**config.mk**
```make
export PLATFORM = sky130hd
export DESIGN_NAME = pkt_delay_ring_flat
export DESIGN_NICKNAME = d
export VERILOG_FILES = /design/src/rtl/pkt_delay_ring_if.sv /design/src/rtl/pkt_delay_ring.sv /design/src/flat_wrapper.sv
export SDC_FILE = /design/constraint.sdc
export NUM_CORES = 2
export LEC_CHECK = 0
export BUFFER_PORTS_ARGS = -buffer_cell sky130_fd_sc_hd__buf_2
export CORE_MARGIN = 2
export CORE_UTILIZATION = 45
export CTS_BUF_LIST = sky130_fd_sc_hd__clkbuf_16
export CTS_CLUSTER_SIZE = 12
export DETAILED_ROUTE_END_ITERATION = 8
export PLACE_DENSITY = 0.68
export SLEW_MARGIN = 5
export SYNTH_ARGS = -nofsm -noshare
export SYNTH_HDL_FRONTEND = slang
export SYNTH_MEMORY_MAX_BITS = 65536
export SYNTH_SLANG_ARGS = --single-unit
```
**constraint.sdc**
```tcl
create_clock -name clk -period 11.8 [get_ports clk]
set_clock_uncertainty 0.05 [all_clocks]
set_input_delay 1.77 -clock clk [delete_from_list [all_inputs] [get_ports clk]]
set_output_delay 1.77 -clock clk [all_outputs]
set_load 0.01 [all_outputs]
```
**src/rtl/pkt_delay_ring_if.sv**
```systemverilog
// Header-record handshake bundle for pkt_delay_ring: ingress (in_*) and egress (out_*) plus occupancy.
// slave is the ring's own view; master is the parser/scheduler side.
interface pkt_delay_ring_if #(
   parameter int DATA_W = 257,
   parameter int DEPTH  = 16,
   parameter int TM_W   = 6
);
   localparam int CNT_W = $clog2(DEPTH) + 1;

   logic              in_valid;
   logic              in_ready;
   logic [DATA_W-1:0] in_data;
   logic [TM_W-1:0]   in_delay;
   logic              out_valid;
   logic              out_ready;
   logic [DATA_W-1:0] out_data;
   logic [CNT_W-1:0]  count;

   modport master (
      output in_valid, in_data, in_delay, out_ready,
      input  in_ready, out_valid, out_data, count
   );

   modport slave (
      input  in_valid, in_data, in_delay, out_ready,
      output in_ready, out_valid, out_data, count
   );
endinterface

```
**src/rtl/pkt_delay_ring.sv**
```systemverilog
// FIFO delay ring for header records: each slot holds a record and a residency timer; release is in order.
// Optional PKT_RING_FLUSH_EN adds a flush port that zeroes every held timer.
module pkt_delay_ring #(
   parameter int DATA_W = 257,
   parameter int DEPTH  = 16,
   parameter int TM_W   = 6
) (
   input logic clk,
   input logic rst,
`ifdef PKT_RING_FLUSH_EN
   input logic flush,
`endif
   pkt_delay_ring_if.slave bus
);
   localparam int CNT_W = $clog2(DEPTH) + 1;
   localparam int PTR_W = $clog2(DEPTH);

   if (DEPTH < 2 || (DEPTH & (DEPTH - 1)) != 0) begin : gBadDepth
      $error("pkt_delay_ring: DEPTH must be a power of two >= 2");
   end

   typedef logic [PTR_W-1:0] ptr_t;

   logic [DEPTH-1:0]  used;
   logic [TM_W-1:0]   tm  [DEPTH];
   logic [DATA_W-1:0] mem [DEPTH];
   ptr_t              wrPtr;
   ptr_t              rdPtr;
   logic [CNT_W-1:0]  cnt;
   logic              push;
   logic              pop;
   logic              flushNow;

`ifdef PKT_RING_FLUSH_EN
   assign flushNow = flush;
`else
   assign flushNow = 1'b0;
`endif

   // in_ready looks only at the registered count, never at a same-cycle pop
   assign bus.in_ready  = !rst && (cnt != CNT_W'(DEPTH));
   assign bus.out_valid = used[rdPtr] && (tm[rdPtr] == '0);
   assign bus.out_data  = mem[rdPtr];
   assign bus.count     = cnt;

   assign push = bus.in_valid && bus.in_ready;
   assign pop  = bus.out_valid && bus.out_ready;

   always_ff @(posedge clk) begin
      if (rst) begin
         used  <= '0;
         wrPtr <= '0;
         rdPtr <= '0;
         cnt   <= '0;
         for (int unsigned i = 0; i < DEPTH; i++) begin
            tm[PTR_W'(i)] <= '0;
         end
      end else begin
         for (int unsigned i = 0; i < DEPTH; i++) begin
            if (flushNow) begin
               tm[PTR_W'(i)] <= '0;
            end else if (used[PTR_W'(i)] && tm[PTR_W'(i)] != '0) begin
               tm[PTR_W'(i)] <= tm[PTR_W'(i)] - TM_W'(1);
            end
         end
         if (pop) begin
            used[rdPtr] <= 1'b0;
            rdPtr       <= rdPtr + ptr_t'(1);
         end
         // push never targets the popped slot: that would need the ring both empty and full
         if (push) begin
            used[wrPtr] <= 1'b1;
            tm[wrPtr]   <= flushNow ? '0 : bus.in_delay;
            wrPtr       <= wrPtr + ptr_t'(1);
         end
         case ({push, pop})
            2'b10:   cnt <= cnt + CNT_W'(1);
            2'b01:   cnt <= cnt - CNT_W'(1);
            default: cnt <= cnt;
         endcase
      end
   end

   // Record storage needs no reset; contents of free slots are never observed as valid
   always_ff @(posedge clk) begin
      if (push) begin
         mem[wrPtr] <= bus.in_data;
      end
   end
endmodule

```
**src/flat_wrapper.sv**
```systemverilog
// flat-port wrapper written by rule: the top's interface ports become plain ports
module pkt_delay_ring_flat 
#(
   parameter int DATA_W = 257,
   parameter int DEPTH  = 16,
   parameter int TM_W   = 6
)
  (clk, rst, bus_in_valid, bus_in_data, bus_in_delay, bus_out_ready, bus_in_ready, bus_out_valid, bus_out_data, bus_count);
  pkt_delay_ring_if #(.DATA_W(DATA_W), .DEPTH(DEPTH), .TM_W(TM_W)) bus_i ();
  input logic clk;
  input logic rst;
  input wire logic [$bits(bus_i.in_valid)-1:0] bus_in_valid;
  input wire logic [$bits(bus_i.in_data)-1:0] bus_in_data;
  input wire logic [$bits(bus_i.in_delay)-1:0] bus_in_delay;
  input wire logic [$bits(bus_i.out_ready)-1:0] bus_out_ready;
  output wire logic [$bits(bus_i.in_ready)-1:0] bus_in_ready;
  output wire logic [$bits(bus_i.out_valid)-1:0] bus_out_valid;
  output wire logic [$bits(bus_i.out_data)-1:0] bus_out_data;
  output wire logic [$bits(bus_i.count)-1:0] bus_count;
  assign bus_i.in_valid = bus_in_valid;
  assign bus_i.in_data = bus_in_data;
  assign bus_i.in_delay = bus_in_delay;
  assign bus_i.out_ready = bus_out_ready;
  assign bus_in_ready = bus_i.in_ready;
  assign bus_out_valid = bus_i.out_valid;
  assign bus_out_data = bus_i.out_data;
  assign bus_count = bus_i.count;
  pkt_delay_ring #(.DATA_W(DATA_W), .DEPTH(DEPTH), .TM_W(TM_W)) u_core (.clk(clk), .rst(rst), .bus(bus_i));
endmodule
```
Word level (Yosys, flattened, before mapping)

Memory sizes are Yosys's and may differ from the RTL's. A register that Yosys moved wholly into a read port is not among the register bits.
Cells that the tools add are included.

Bitwise operators: 19
Mux-type cells: 84
Eq/ne operators: 3
$add $sub $neg: 20
Reduce and logical (&&, ||, !) cells: 41
Order comparisons: 4

Operators with widths:

| kind                                                        | number |
|---|---|
| 2-to-1 mux 6 bit                                            | 16 |
| nonzero test 6 bit                                          | 16 |
| subtractor 6 x 1 -> 6 bit (second input constant)           | 16 |
| 2-to-1 mux 1 bit                                            | 57 |
| 2-to-1 mux 16 bit                                           | 3 |
| logical AND 1 bit                                           | 22 |
| AND 16 bit                                                  | 1 |
| 2-to-1 mux 4 bit                                            | 4 |
| NOT 16 bit                                                  | 1 |
| OR 1 bit                                                    | 16 |
| OR 16 bit                                                   | 1 |
| less-than comparator 4 x 5 -> 1 bit (second input constant) | 2 |
| case mux 5 bit (2 select lines)                             | 1 |
| adder 4 x 1 -> 4 bit (second input constant)                | 2 |
| demux 1 bit (select 4 bit)                                  | 2 |
| >= comparator 4 x 1 -> 1 bit (second input constant)        | 2 |
| zero test 6 bit                                             | 1 |
| adder 5 x 1 -> 5 bit (second input constant)                | 1 |
| inequality test 5 bit (second input constant)               | 1 |
| subtractor 5 x 1 -> 5 bit (second input constant)           | 1 |
| binary-select mux 1 bit (select 4 bit)                      | 1 |
| equality test 2 x 1 -> 1 bit (second input constant)        | 1 |
| equality test 2 bit (second input constant)                 | 1 |
| nonzero test 2 bit                                          | 1 |
| zero test 1 bit                                             | 1 |

Bits in registers: 29
Output and inout port bits: 264
Bits in writable memories: 4208
Input bits: 267
Logic and storage cells: 177
Memories kept: 2

Memory list:

| name       | depth | width | read ports | clocked after Yosys merged registers in | write ports | line                 | text |
|---|---|---|---|---|---|---|---|
| u_core.mem | 16    | 257   | 1          | 1                                       | 1           | pkt_delay_ring.sv:26 | `logic [DATA_W-1:0] mem [DEPTH];` |
| u_core.tm  | 16    | 6     | 17         | 1                                       | 17          | pkt_delay_ring.sv:25 | `logic [TM_W-1:0] tm [DEPTH];` |

Depth between registers and ports, before layout

Depth after elaboration: 10
Mapped depth: 17
Mapped depth without buffers: 14

Worst setup path after synthesis

No wires, ideal clock.

Path type: input to register
Start point: in rst
End point: mem u_core.tm[2][4], data pin
Required time: 11.181 ns
Buffers on the path: 3
Arrival time: 10.264 ns
Stages on the path: 6
Setup slack: 0.918 ns
Setup time: 0.569 ns
Path through: clkbuf_1 -> a211oi_4 -> and3_1 -> clkbuf_1 -> clkbuf_1 -> o31ai_1

RTL lines:

| what               | line                 | text |
|---|---|---|
| start: declaration | flat_wrapper.sv:11   | `input logic rst;` |
| end: declaration   | pkt_delay_ring.sv:25 |  |

==> impl_metrics.yaml <==
critical_path:
  cp_cell_sequence: "buf_12, buf_12, buf_4, mux4_2, mux4_2, buf_2"
  required_ns: 9.98
  cp_data_arrival_time_ns: 5.44
  slowest_stage: "dfxtp_4"
  end_kind: "primary output"
  path_class: "reg -> out"
  cp_max_fo: 142
  cp-start-kind: "flop"
  slowest_delay_ns: 0.94
drt:
  wl_per_cell_um: 29.9
  vias: 74700
  drcViolationCount: 0
  viasPerCell: 5.97
  first_iter_violations: 8528
  ant_nets: 0
  routed_wl_mm: 374
  first_pass_iters: 5
clocking:
  max-clock-path-buffers: 4
  cts_hold_buf: 0
  path_clk_slew_ns: 0.06
  cts-resized-gates: 0
  cts_buffers: 426
  cts_setup_buffers: 0
  htreeDepth: 5
  cts_tree: "yes"
  clk_latency_ns: 1.01
  cts.sinks: 4241
  root_buffer: "clkbuf_16"
floorplan:
  start_util_pct: 45.2
  die_w_um: 604
  die_h_um: 604
  boundaryPins: 531
  die_area_um2: 365000
  core-area_um2: 359000
  core.rowCount: 220
cells_and_area:
  drive_gt1_share_pct: 31.6
  final_nets: 7737
  syn_to_final_growth_pct: 13.0
  fillers: 27500
  final_common_cell: "edfxtp_1"
  fin_util_pct: 51.0
  layout_common_cells: "edfxtp_1 (4208), mux4_2 (1251), buf_2 (530)"
synth:
  synth_seq_cells: 4241
  ys.flop_type: "edfxtp_1"
  ys_types: 59
  synth_area_um2: 162000
  avgSynthCellArea_um2: 24.2
  yosysWarnings: 0
  synth-edff-count: 4208
  seq_area_frac_synth_pct: 78.4
  synth_async_sr_flop_share_pct: 0
  synth_top_area_share_pct: 77.9
  synth_area_leaders: "edfxtp_1 (78%), mux4_2 (17%), nand2_1 (0.49%)"
  synth_top_area_cell: "edfxtp_1"
  syn_inst: 6712
  synth_nets: 7024
global_route:
  globalRoute.totalOverflow: 0
  grt_max_degree: 162
  grt_pass1_vias: 77200
  track_usage_pct: 20.3
  grt_pass1_wl_mm: 541
  antenna_found_initial: 98
sta:
  fin_crit_ns: 7.26
  finalCritPeriodShare_pct: 61.6
  worst_slack_ns: 4.54
  fin_hold_ws_ns: 0.496
  setup_tns_ns: 0
  relSlewSlack_pct: 20.3
  slew_viol_final: 0
  worstMarginPinSlew_ns: 1.19
  final_hold_viol_count: 0
  rsz0062_at_grt: "no"
  max_clock_freq_mhz: 138
  setup_viol: 0
status:
  status: "completed"
pwr:
  sw_frac_of_total_pct: 20.5
  powerDensity_nw_per_um2: 162
  cell_internal_pwr_mw: 23.6
  p_seq_share_pct: 56.3
  p_switching_mw: 6.10
  peakVddDrop_v: 0.000132
  p_total_mw: 29.7
  pwr-share-clk_pct: 41.0
  leakage_nw: 56.1
  p_comb_share_pct: 2.7
placed_design:
  place_ws_ns: 5.46
  io_buffers: 530
  place_congestion: 0.752
  hpwl_mm: 183
run:
  drv_cap: 0
min_path:
  hold_class: "reg -> reg"
[cell families (layout without fill, tap and decap cells)]
kind of cell             count (synthesis)  count (layout)  synth area share (%)
AND/OR/NAND/NOR                        444             444                  1.32
XOR/XNOR                                70              70                 0.378
adder cells (fa/ha/maj)                 45              45                 0.352
other                                    0              31                     0
flip-flops                            4241            4241                  78.4
buffers and inverters                  410            1399                  1.09
AO/OA/AOI/OAI                          229             229                 0.989
multiplexers                          1273            1273                  17.5
[state kept, by name, summed over array words and instances (netlist names), named ones only]
| name | count |
|---|---|
| u_core.bus.count | 5 |
| u_core.wrPtr | 4 |
| u_core.tm | 96 |
| u_core.mem | 4112 |
| u_core.rdPtr | 4 |
| u_core.used | 16 |
[cells in the mapped netlist (3+ instances only)]
cell,count
a31oi_1,24
ha_1,44
nor3b_1,7
buf_4,11
mux2i_1,18
nand2b_1,6
clkbuf_1,180
nand2_1,212
buf_1,29
nand3_1,24
nor3_1,38
xor2_1,33
a211o_1,9
nor4_1,11
inv_1,46
and3_1,25
and2_1,6
mux4_2,1251
o31ai_1,97
a21oi_1,44
edfxtp_1,4208
nand3b_1,13
dfxtp_1,33
o21ai_0,14
nor2_1,48
mux2_1,3
xnor2_1,37
nor2b_1,32
buf_2,140
nor4b_1,3
or3b_2,8
a211oi_1,24
[cell type report]
| class | count | area [µm²] | area share [%] |
|---|---|---|---|
| Sequential cell | 4241 | 127000 | 69.3 |
| Clock buffer | 426 | 10700 | 5.82 |
| Tap cell | 4773 | 5970 | 3.26 |
| Clock inverter | 278 | 1870 | 1.02 |
| Antenna cell | 31 | 77.6 | 0.0423 |
| Timing Repair Buffer | 647 | 4020 | 2.19 |
| Multi-Input combinational cell | 2061 | 33400 | 18.2 |
| Inverter | 48 | 210 | 0.115 |
[final timing paths]
kind	startpoint	to	slack, ns	cells after the start
hold reg to reg	u_core.used[4]	u_core.used[4]	0.50	2
setup / recovery	flop	bus_out_data[230]	4.54	6
setup reg to reg	flop	u_core.bus.count[4]	6.26	15
hold / removal	u_core.used[4]	u_core.used[4]	0.50	2
[power groups by stage]
stage | clock [mW] | combinational (mW) | sequential (mW)
after floorplan | 0 | 0.379 | 17.1
after detailed placement | 0 | 0.806 | 17.0
after CTS | 12.4 | 0.808 | 16.7
after global placement | 0 | 0.771 | 17.0
after global routing | 13.0 | 0.864 | 16.7
final | 12.2 | 0.796 | 16.7
[per-stage QoR]
| step | area, µm² | std cells |
|---|---|---|
| after global placement | 171000 | 11800 |
| final | 183000 | 12500 |
| after global routing | 183000 | 12500 |
| after CTS | 183000 | 12500 |
| after floorplan | 162000 | 6712 |
| after detailed placement | 171000 | 11800 |
[routing by layer]
metal	GRT usage [%]	vias to the layer above	routed length, µm
li1	-	30300	-
met1	28.5	40800	153000
met2	33.4	2977	186000
met3	3.20	598	25400
met4	5.37	38	9420
met5	0	-	249
[critical path: cells and delay by family, from the launching register on]
family	cells	cell delay [ns]
buffers and inverters	4	2.20
multiplexers	2	0.93
flip-flops	1	0.94
Note: power is estimated with default switching activity, not from simulation.
